--- src/rtl/msu_sd_arbiter.sv ---
// Shares the single HPS sector-read channel between the MSU audio and data streamers.
// Audio wins contention while its FIFO is low; otherwise the two sides alternate.
//
// state  | meaning
// DRAIN  | after reset, wait for the HPS to drop a leftover hps_ack
// IDLE   | no grant held, arbitrating pending requests
// ISSUE  | hps_rd asserted, waiting for hps_ack (watchdog running)
// XFER   | hps_ack high, steering buffer strobes to the granted side
module msu_sd_arbiter #(
  parameter int unsigned URGENT_LEVEL = 512,
  parameter int unsigned ACK_TIMEOUT  = 24'hFF_FFFF
) (
  input  logic        clk,
  input  logic        reset,
  input  logic        audio_req,
  input  logic [20:0] audio_lba,
  input  logic [11:0] audio_fifo_usedw,
  input  logic        data_req,
  input  logic [20:0] data_lba,
  input  logic        hps_ack,
  input  logic        hps_buff_wr,
  output logic        hps_rd,
  output logic [20:0] hps_lba,
  output logic        audio_ack,
  output logic        data_ack,
  output logic        audio_buff_wr,
  output logic        data_buff_wr,
  output logic [1:0]  grant,
  output logic [8:0]  xfer_words,
  output logic        timeout_err
);

  typedef enum logic [1:0] {
    S_DRAIN = 2'd0,
    S_IDLE  = 2'd1,
    S_ISSUE = 2'd2,
    S_XFER  = 2'd3
  } state_t;

  // Down-counter loaded on grant; abandon when it has counted to zero,
  // which lands exactly ACK_TIMEOUT cycles after ISSUE entry.
  localparam logic [23:0] WDOG_LOAD = 24'(ACK_TIMEOUT - 1);
  localparam logic [8:0]  XFER_MAX  = 9'd256;

  state_t      state_q, state_d;
  logic        hps_rd_q, hps_rd_d;
  logic [20:0] hps_lba_q, hps_lba_d;
  logic [1:0]  grant_q, grant_d;
  logic [8:0]  xfer_words_q, xfer_words_d;
  logic        timeout_err_q, timeout_err_d;
  logic        last_data_q, last_data_d;
  logic [23:0] wdog_q, wdog_d;

  logic audio_urgent;
  logic pick_audio;
  logic any_req;
  logic wdog_tc;
  logic count_wr;

  assign audio_urgent = ({20'd0, audio_fifo_usedw} < 32'(URGENT_LEVEL));
  assign any_req      = audio_req | data_req;
  assign pick_audio   = audio_req & (~data_req | audio_urgent | last_data_q);
  assign wdog_tc      = (wdog_q == 24'd0);
  assign count_wr     = hps_buff_wr & (xfer_words_q != XFER_MAX);

  always_ff @(posedge clk) begin
    if (reset) begin
      state_q       <= S_DRAIN;
      hps_rd_q      <= 1'b0;
      hps_lba_q     <= 21'd0;
      grant_q       <= 2'b00;
      xfer_words_q  <= 9'd0;
      timeout_err_q <= 1'b0;
      last_data_q   <= 1'b1;
      wdog_q        <= 24'd0;
    end else begin
      state_q       <= state_d;
      hps_rd_q      <= hps_rd_d;
      hps_lba_q     <= hps_lba_d;
      grant_q       <= grant_d;
      xfer_words_q  <= xfer_words_d;
      timeout_err_q <= timeout_err_d;
      last_data_q   <= last_data_d;
      wdog_q        <= wdog_d;
    end
  end

  always_comb begin
    state_d = state_q;
    case (state_q)
      S_DRAIN: if (!hps_ack) state_d = S_IDLE;
      S_IDLE:  if (any_req) state_d = S_ISSUE;
      S_ISSUE: begin
        if (hps_ack)      state_d = S_XFER;
        else if (wdog_tc) state_d = S_IDLE;
      end
      S_XFER:  if (!hps_ack) state_d = S_IDLE;
      default: state_d = S_DRAIN;
    endcase
  end

  always_comb begin
    hps_rd_d      = hps_rd_q;
    hps_lba_d     = hps_lba_q;
    grant_d       = grant_q;
    xfer_words_d  = xfer_words_q;
    timeout_err_d = 1'b0;
    last_data_d   = last_data_q;
    wdog_d        = wdog_q;
    case (state_q)
      S_DRAIN: begin
        hps_rd_d = 1'b0;
        grant_d  = 2'b00;
      end
      S_IDLE: begin
        if (any_req) begin
          hps_rd_d     = 1'b1;
          hps_lba_d    = pick_audio ? audio_lba : data_lba;
          grant_d      = pick_audio ? 2'b01 : 2'b10;
          last_data_d  = ~pick_audio;
          wdog_d       = WDOG_LOAD;
          xfer_words_d = 9'd0;
        end
      end
      S_ISSUE: begin
        if (hps_ack) begin
          hps_rd_d = 1'b0;
          if (count_wr) xfer_words_d = xfer_words_q + 9'd1;
        end else if (wdog_tc) begin
          // last_grant stays on the abandoned side so the other side wins next.
          hps_rd_d      = 1'b0;
          grant_d       = 2'b00;
          timeout_err_d = 1'b1;
        end else begin
          wdog_d = wdog_q - 24'd1;
        end
      end
      S_XFER: begin
        if (count_wr) xfer_words_d = xfer_words_q + 9'd1;
        if (!hps_ack) grant_d = 2'b00;
      end
      default: begin
        hps_rd_d = 1'b0;
        grant_d  = 2'b00;
      end
    endcase
  end

  assign hps_rd        = hps_rd_q;
  assign hps_lba       = hps_lba_q;
  assign grant         = grant_q;
  assign xfer_words    = xfer_words_q;
  assign timeout_err   = timeout_err_q;
  assign audio_ack     = hps_ack & grant_q[0];
  assign data_ack      = hps_ack & grant_q[1];
  assign audio_buff_wr = hps_buff_wr & grant_q[0];
  assign data_buff_wr  = hps_buff_wr & grant_q[1];

endmodule

--- config.mk ---
export PLATFORM = sky130hd
export DESIGN_NAME = msu_sd_arbiter
export DESIGN_NICKNAME = d
export VERILOG_FILES = /design/src/rtl/msu_sd_arbiter.sv
export SDC_FILE = /design/constraint.sdc
export NUM_CORES = 1
export LEC_CHECK = 0
export ABC_AREA = 1
export BUFFER_PORTS_ARGS = -buffer_cell sky130_fd_sc_hd__buf_2
export CAP_MARGIN = 20
export CORE_AREA = 2 2 90 92
export CTS_BUF_LIST = sky130_fd_sc_hd__clkbuf_4
export CTS_CLUSTER_DIAMETER = 50
export DETAILED_ROUTE_END_ITERATION = 7
export DIE_AREA = 0 0 92 94
export GPL_ROUTABILITY_DRIVEN = 0
export PLACE_DENSITY = 0.76
export REMOVE_ABC_BUFFERS = 1
export SETUP_SLACK_MARGIN = 0.02
export SLEW_MARGIN = 40
export SYNTH_ARGS = -nofsm -noshare
export SYNTH_HDL_FRONTEND = slang
export SYNTH_SLANG_ARGS = --single-unit
--- constraint.sdc ---
create_clock -name clk -period 1.6 [get_ports clk]
set_input_delay 0.48 -clock clk [delete_from_list [all_inputs] [get_ports clk]]
set_output_delay 0.48 -clock clk [all_outputs]
set_load 0.05 [all_outputs]
==> results.sh, run 1 <==
export IMPL_final_setup_tns_ns=-0.0618
export IMPL_syn_area_sq_um=3640
export IMPL_clk_insertion_delay_late_ns=0.42
export IMPL_timing_worst_setup_path_type="register to register"
export IMPL_grt_pass1_vias=3944
export IMPL_max_slew_worst_pin_slew_ns=0.399
export IMPL_p_clk_frac=0.134
export IMPL_outcome="complete, but fails checks"
export IMPL_multi_input_area_sq_um=2180
export IMPL_ys_async_sr_fraction=0
export IMPL_initial_core_util=0.478
export IMPL_switching_power_mw=5.18
export IMPL_die_w_microns=92
export IMPL_crit_path_top_delay_cell="dfxtp_4"
export IMPL_crit_required_ns=1.96
export IMPL_p_leak_nw=2.31
export IMPL_path_max_fanout=12
export IMPL_max_cap_violations=0
export IMPL_htree_levels=3
export IMPL_synth_most_common_cell="nand2_1"
export IMPL_drive_above_1_share=0.343
export IMPL_antennaDiodeCount=0
export IMPL_drv_slew=0
export IMPL_cp_end_kind="register"
export IMPL_internal_power_mw=5.29
export IMPL_power_density_nw_per_um2=2080
export IMPL_clock_sinks=61
export IMPL_drt_total_wl_microns=11100
export IMPL_p_comb_frac=0.630
export IMPL_grt_start_max_net_pins=41
export IMPL_via_per_inst=5.19
export IMPL_avgRoutedWirePerCell_microns=13.7
export IMPL_cts_buffer_depth=2
export IMPL_cts_tree="built"
export IMPL_rrSetupSlack_ns=-0.02
export IMPL_swShare=0.495
export IMPL_cts_buffers=9
export IMPL_setup_viol=4
export IMPL_grt_use_total=0.237
export IMPL_antenna_found_initial=0
export IMPL_synth_ff_type="dfxtp_1"
export IMPL_min_period_ns=1.62
export IMPL_final_cells=811
export IMPL_max_freq_mhz=618
export IMPL_yosysTopAreaCellShare=0.336
export IMPL_critPathBufInv=3
export IMPL_drc_errors=0
export IMPL_synth_edff_count=0
export IMPL_grt_ovfl_total=0
export IMPL_finalCritPeriodShare=1.01
export IMPL_slowest_delay_ns=0.38
export IMPL_hp_class="primary input to register"
export IMPL_p_seq_frac=0.236
export IMPL_synth_area_top_cells="dfxtp_1 (34%), nand2_1 (15%), a21oi_1 (11%)"
export IMPL_peakVddDrop_mv=0.940
export IMPL_syn_to_final_growth_pct=37.9
export IMPL_std_cell_rows=32
export IMPL_yosys_warnings=0
export IMPL_place_area_sq_um=4400
export IMPL_path_cells="inv_4 > ha_4 > inv_2 > or2_4 > inv_4 > nand3_4 > nand2_4 > nand2_1 > a21oi_1"
export IMPL_violations="negative setup slack"
export IMPL_finalNetCount=772
export IMPL_syn_inst=573
export IMPL_ys_types=32
export IMPL_grt_pass1_wl_microns=16700
export IMPL_top_level_ports=98
export IMPL_drt_iter0_drc=262
export IMPL_core_sq_um=7610
export IMPL_path_delay_family="simple AND/OR/NAND/NOR gates"
export IMPL_fin_hold_ws_ns=0.338
export IMPL_finalInstanceArea_sq_um=5020
export IMPL_ys_seq_area_frac=0.336
export IMPL_relSlewSlack=0.734
export IMPL_postRouteAntennaNets=0
export IMPL_dr_pass1_iters=5
export IMPL_syn_area_per_cell_sq_um=6.35
export IMPL_fillers=644
export IMPL_crit_arrival_ns=1.98
export IMPL_skew_ns=0.0103
export IMPL_start_kind="register"
export IMPL_clk_pin_slew_ns=0.11
export IMPL_register_area_sq_um=1250
export IMPL_fin_ws_ns=-0.0193
export IMPL_yosys_register_bits=61
export IMPL_cpMostUsedCell="inv_4"
export IMPL_dp_cells=782
export IMPL_numPortBuffers=88
export IMPL_rsz0062_at_grt="yes"
export IMPL_dieArea_sq_um=8650
export IMPL_vias=4209
export IMPL_die_y_microns=94
export IMPL_dp_hpwl_microns=7250
export IMPL_hold_violations=0
export IMPL_cts_root_buffer="clkbuf_4"
export IMPL_synthTopCellsByCount="nand2_1 (142), a21oi_1 (80), inv_1 (67)"
export IMPL_yosysTopAreaCell="dfxtp_1"
registers in the layout, summed over array words and instances (netlist names):
| signal | cells |
|---|---|
| xfer_words | 9 |
| last_data_q | 1 |
| wdog_q | 24 |
| hps_rd | 1 |
| timeout_err | 1 |
| grant | 2 |
| state_q | 2 |
| hps_lba | 21 |
path summary, 6_finish.rpt:
path,from,endpoint,cells past startpoint
min reg2reg,hps_lba[5]$_SDFFE_PP0P_,hps_lba[5]$_SDFFE_PP0P_,2
min,audio_lba[12],hps_lba[12]$_SDFFE_PP0P_,3
max reg2reg,state_q[0]$_SDFFE_PP0P_,wdog_q[6]$_SDFFE_PP0P_,9
max,state_q[0]$_SDFFE_PP0P_,wdog_q[6]$_SDFFE_PP0P_,9
tightest hold or removal path, cell delays in order:
cell and delay, ns:
buf_2 0.08, o21ai_1 0.06, a21oi_1 0.11
power by group through the flow:
stage                     Clock [mW]  Combinational (mW)  Sequential [mW]
after global placement             0                5.53             2.37
final                           1.40                6.59             2.46
after CTS                       1.42                5.87             2.38
after global routing            1.49                7.24             2.52
after floorplan                    0                3.38             2.86
after detailed placement           0                5.69             2.40
placed cells by master (no fill, tap or decap), drive strengths merged:
cell type,count
a21boi,1
a21oi,81
buf,134
bufinv,3
clkbuf,15
clkinv,4
clkinvlp,2
dfxtp,61
ha,8
inv,71
nand2,146
nand3,64
nand3b,7
nand4,10
nor2,58
nor3,2
nor3b,1
o21ai,30
or2,9
xor2,2
per-stage QoR:
step | power [mW] | setup WS, ns | util
5_1_grt | 11.2 | -0.118 | 0.660
3_5_place_dp | 8.09 | -0.232 | 0.578
4_1_cts | 9.67 | 0.0219 | 0.615
6_report | 10.5 | -0.0193 | 0.660
2_1_floorplan | 6.24 | -0.448 | -
3_3_place_gp | 7.90 | -0.112 | 0.578
cells by family (layout without fill, tap and decap cells):
family	Yosys count	in the layout	share of synthesized area
compound gates	112	112	0.157
xor+xnor	2	2	0.00481
fa+ha+maj	8	8	0.0275
buf+inv	94	229	0.112
flops	61	61	0.336
simple gates	296	297	0.364
metal layers:
layer | wire [microns] | vias to the layer above | global-route usage
met4 | 214 | 0 | 0.0846
met1 | 4600 | 1907 | 0.274
met5 | 0 | - | 0
li1 | - | 2119 | -
met2 | 5510 | 160 | 0.420
met3 | 808 | 23 | 0.0634
repair_timing:
| item | 4_1_cts | 5_1_grt |
|---|---|---|
| pin swaps | 2 | 15 |
| buffers inserted | 0 | 7 |
| endpoints found under the setup margin | 73 | 69 |
| resized for setup | 40 | 84 |
| cloned | 0 | 6 |
| hold buffers | 0 | 0 |
area by class of cell:
cell class                      count  area share
Clock buffer                        9      0.0135
Timing Repair inverter              3     0.00673
Multi-Input combinational cell    419       0.434
Sequential cell                    61       0.249
Clock inverter                      7      0.0227
Tap cell                          102      0.0254
Inverter                           70      0.0568
Timing Repair Buffer              140       0.193
No activity file was read; power rests on OpenSTA's default activity.
==> run 2: changes to the inputs <==
- BUFFER_PORTS_ARGS: -buffer_cell sky130_fd_sc_hd__buf_2 -> -buffer_cell sky130_fd_sc_hd__clkbuf_2
==> run 2 against run 1 <==
Net effect: via count increased by 4.6%; the flow still finishes with violations (negative setup slack); largest power group unchanged; maximum frequency decreased by 4.2%; critical path type unchanged; sequential cell count unchanged; clock-buffer cell count unchanged.
==> results.sh, run 2 (synthesis gave the netlist of run 1 again) <==
export IMPL_std_cell_rows=32
export IMPL_crit_path_top_delay_cell="dfxtp_4"
export IMPL_skew_ns=0.0185
export IMPL_violations="negative setup slack"
export IMPL_outcome="complete, but fails checks"
export IMPL_cts_tree="built"
export IMPL_r2r_end="wdog_q[17]$_SDFFE_PP0P_"
export IMPL_die_w_microns=92
export IMPL_dr_pass1_iters=5
export IMPL_top_register="wdog_q"
export IMPL_drt_total_wl_microns=12200
export IMPL_largest_reg_flops=24
export IMPL_avgRoutedWirePerCell_microns=15.0
export IMPL_grt_use_total=0.242
export IMPL_dp_hpwl_microns=7160
export IMPL_via_per_inst=5.42
export IMPL_path_max_fanout=12
export IMPL_top_level_ports=98
export IMPL_min_period_ns=1.69
export IMPL_worstRegToRegCells=8
export IMPL_hold_violations=0
export IMPL_power_density_nw_per_um2=2110
export IMPL_finalCritPeriodShare=1.06
export IMPL_antenna_found_initial=0
export IMPL_cts_buffers=9
export IMPL_clk_insertion_delay_late_ns=0.44
export IMPL_htree_levels=3
export IMPL_slowest_delay_ns=0.38
export IMPL_dp_slack_ns=-0.225
export IMPL_drv_slew=0
export IMPL_rrSetupSlack_ns=-0.09
export IMPL_cts_buffer_depth=2
export IMPL_antennaDiodeCount=0
export IMPL_dieArea_sq_um=8650
export IMPL_max_freq_mhz=591
export IMPL_r2r_start="state_q[1]$_SDFFE_PP0P_"
export IMPL_p_leak_nw=2.40
export IMPL_finalNetCount=774
export IMPL_start_kind="register"
export IMPL_initial_core_util=0.478
export IMPL_die_y_microns=94
export IMPL_drt_iter0_drc=273
export IMPL_path_cells="inv_4 > ha_4 > inv_4 > a21oi_4 > nand2_4 > nand2_4 > nand2_1 > a21oi_1"
export IMPL_core_sq_um=7610
export IMPL_holdPathEnd="hps_lba[4]$_SDFFE_PP0P_"
export IMPL_crit_required_ns=1.96
export IMPL_final_common_cell="nand2_1"
export IMPL_crit_start="state_q[1]$_SDFFE_PP0P_"
export IMPL_crit_arrival_ns=2.05
export IMPL_grt_ovfl_total=0
export IMPL_drive_above_1_share=0.395
export IMPL_finalInstanceArea_sq_um=5300
export IMPL_critPathBufInv=2
export IMPL_max_cap_violations=0
export IMPL_cts_root_buffer="clkbuf_4"
export IMPL_grt_start_max_net_pins=55
export IMPL_path_delay_family="simple AND/OR/NAND/NOR gates"
export IMPL_relSlewSlack=0.751
export IMPL_place_area_sq_um=4400
export IMPL_cp_end_kind="register"
export IMPL_syn_to_final_growth_pct=45.6
export IMPL_hold_depth=3
export IMPL_numPortBuffers=88
export IMPL_fin_hold_ws_ns=0.317
export IMPL_hp_class="primary input to register"
export IMPL_rsz0062_at_grt="yes"
export IMPL_clock_sinks=61
export IMPL_postRouteAntennaNets=0
export IMPL_peakVddDrop_mv=1.06
export IMPL_fin_ws_ns=-0.0906
export IMPL_setup_viol=26
export IMPL_hold_start="audio_lba[4]"
export IMPL_grt_pass1_vias=4009
export IMPL_timing_worst_setup_path_type="register to register"
export IMPL_max_slew_worst_pin_slew_ns=0.373
export IMPL_drc_errors=0
export IMPL_clk_pin_slew_ns=0.13
export IMPL_vias=4404
export IMPL_final_cell_mix="nand2_1 (127), clkbuf_2 (62), inv_1 (58), a21oi_1 (58), nand3_1 (49)"
export IMPL_grt_pass1_wl_microns=17200
export IMPL_fillers=603
## run 2: through the flow
stage / util / cells / TNS (ns) / power, mW
4_1_cts: 0.629 / 796 / 0 / 9.87
3_3_place_gp: 0.578 / 780 / -1.79 / 7.92
6_report: 0.697 / 813 / -0.672 / 11.2
3_5_place_dp: 0.578 / 780 / -6.52 / 8.17
2_1_floorplan: - / 549 / -16.19 / 6.24
5_1_grt: 0.697 / 813 / -3.12 / 11.9
## run 2: cell type report
class,instances,area (sq um),area share
clock inverters,7,121,0.0229
repair inverters,3,28.8,0.00543
clock buffers,9,67.6,0.0128
multi-input cells,419,2330,0.440
inverters,70,288,0.0543
repair buffers,142,1080,0.204
well taps,102,128,0.0241
flip-flops and latches,61,1250,0.236
## run 2: where the power goes
group | switching [mW] | leakage (nW) | internal (mW)
logic | 4.44 | 1.79 | 2.76
registers | 0.510 | 0.508 | 2.00
clock network | 0.670 | 0.101 | 0.801
total | 5.62 | 2.40 | 5.56
## run 2: worst min-delay path, delay by kind of cell
| family | cells | cell delay, ns |
|---|---|---|
| AO/OA/AOI/OAI | 2 | 0.17 |
| buffers and inverters | 1 | 0.08 |
## run 2: how the worst max path moves through the flow
| stage | depth (start not counted) | to |
|---|---|---|
| finish | 8 | wdog_q[17]$_SDFFE_PP0P_ |
| global route | 8 | wdog_q[17]$_SDFFE_PP0P_ |
| CTS | 10 | xfer_words[1]$_SDFFE_PP0P_ |
| detailed placement | 8 | hps_lba[0]$_SDFFE_PP0P_ |
| global placement | 8 | hps_lba[14]$_SDFFE_PP0P_ |
| floorplan | 9 | wdog_q[18]$_SDFFE_PP0P_ |
## run 2: per-layer routing
metal	vias to the layer above	global-route usage	part of all wire	wire length [microns]
li1	2129	-	-	-
met3	40	0.0562	0.082	1000
met2	232	0.427	0.51	6200
met1	2003	0.288	0.38	4690
met5	-	0	0	0
met4	0	0.0896	0.026	314
## run 2: repair_timing
item,in CTS,in global routing
endpoints found under the hold margin,0,0
buffers inserted,0,10
gates resized for setup,57,127
cloned,0,7
pin swaps,2,15
hold buffers,0,0
endpoints found under the setup margin,73,75
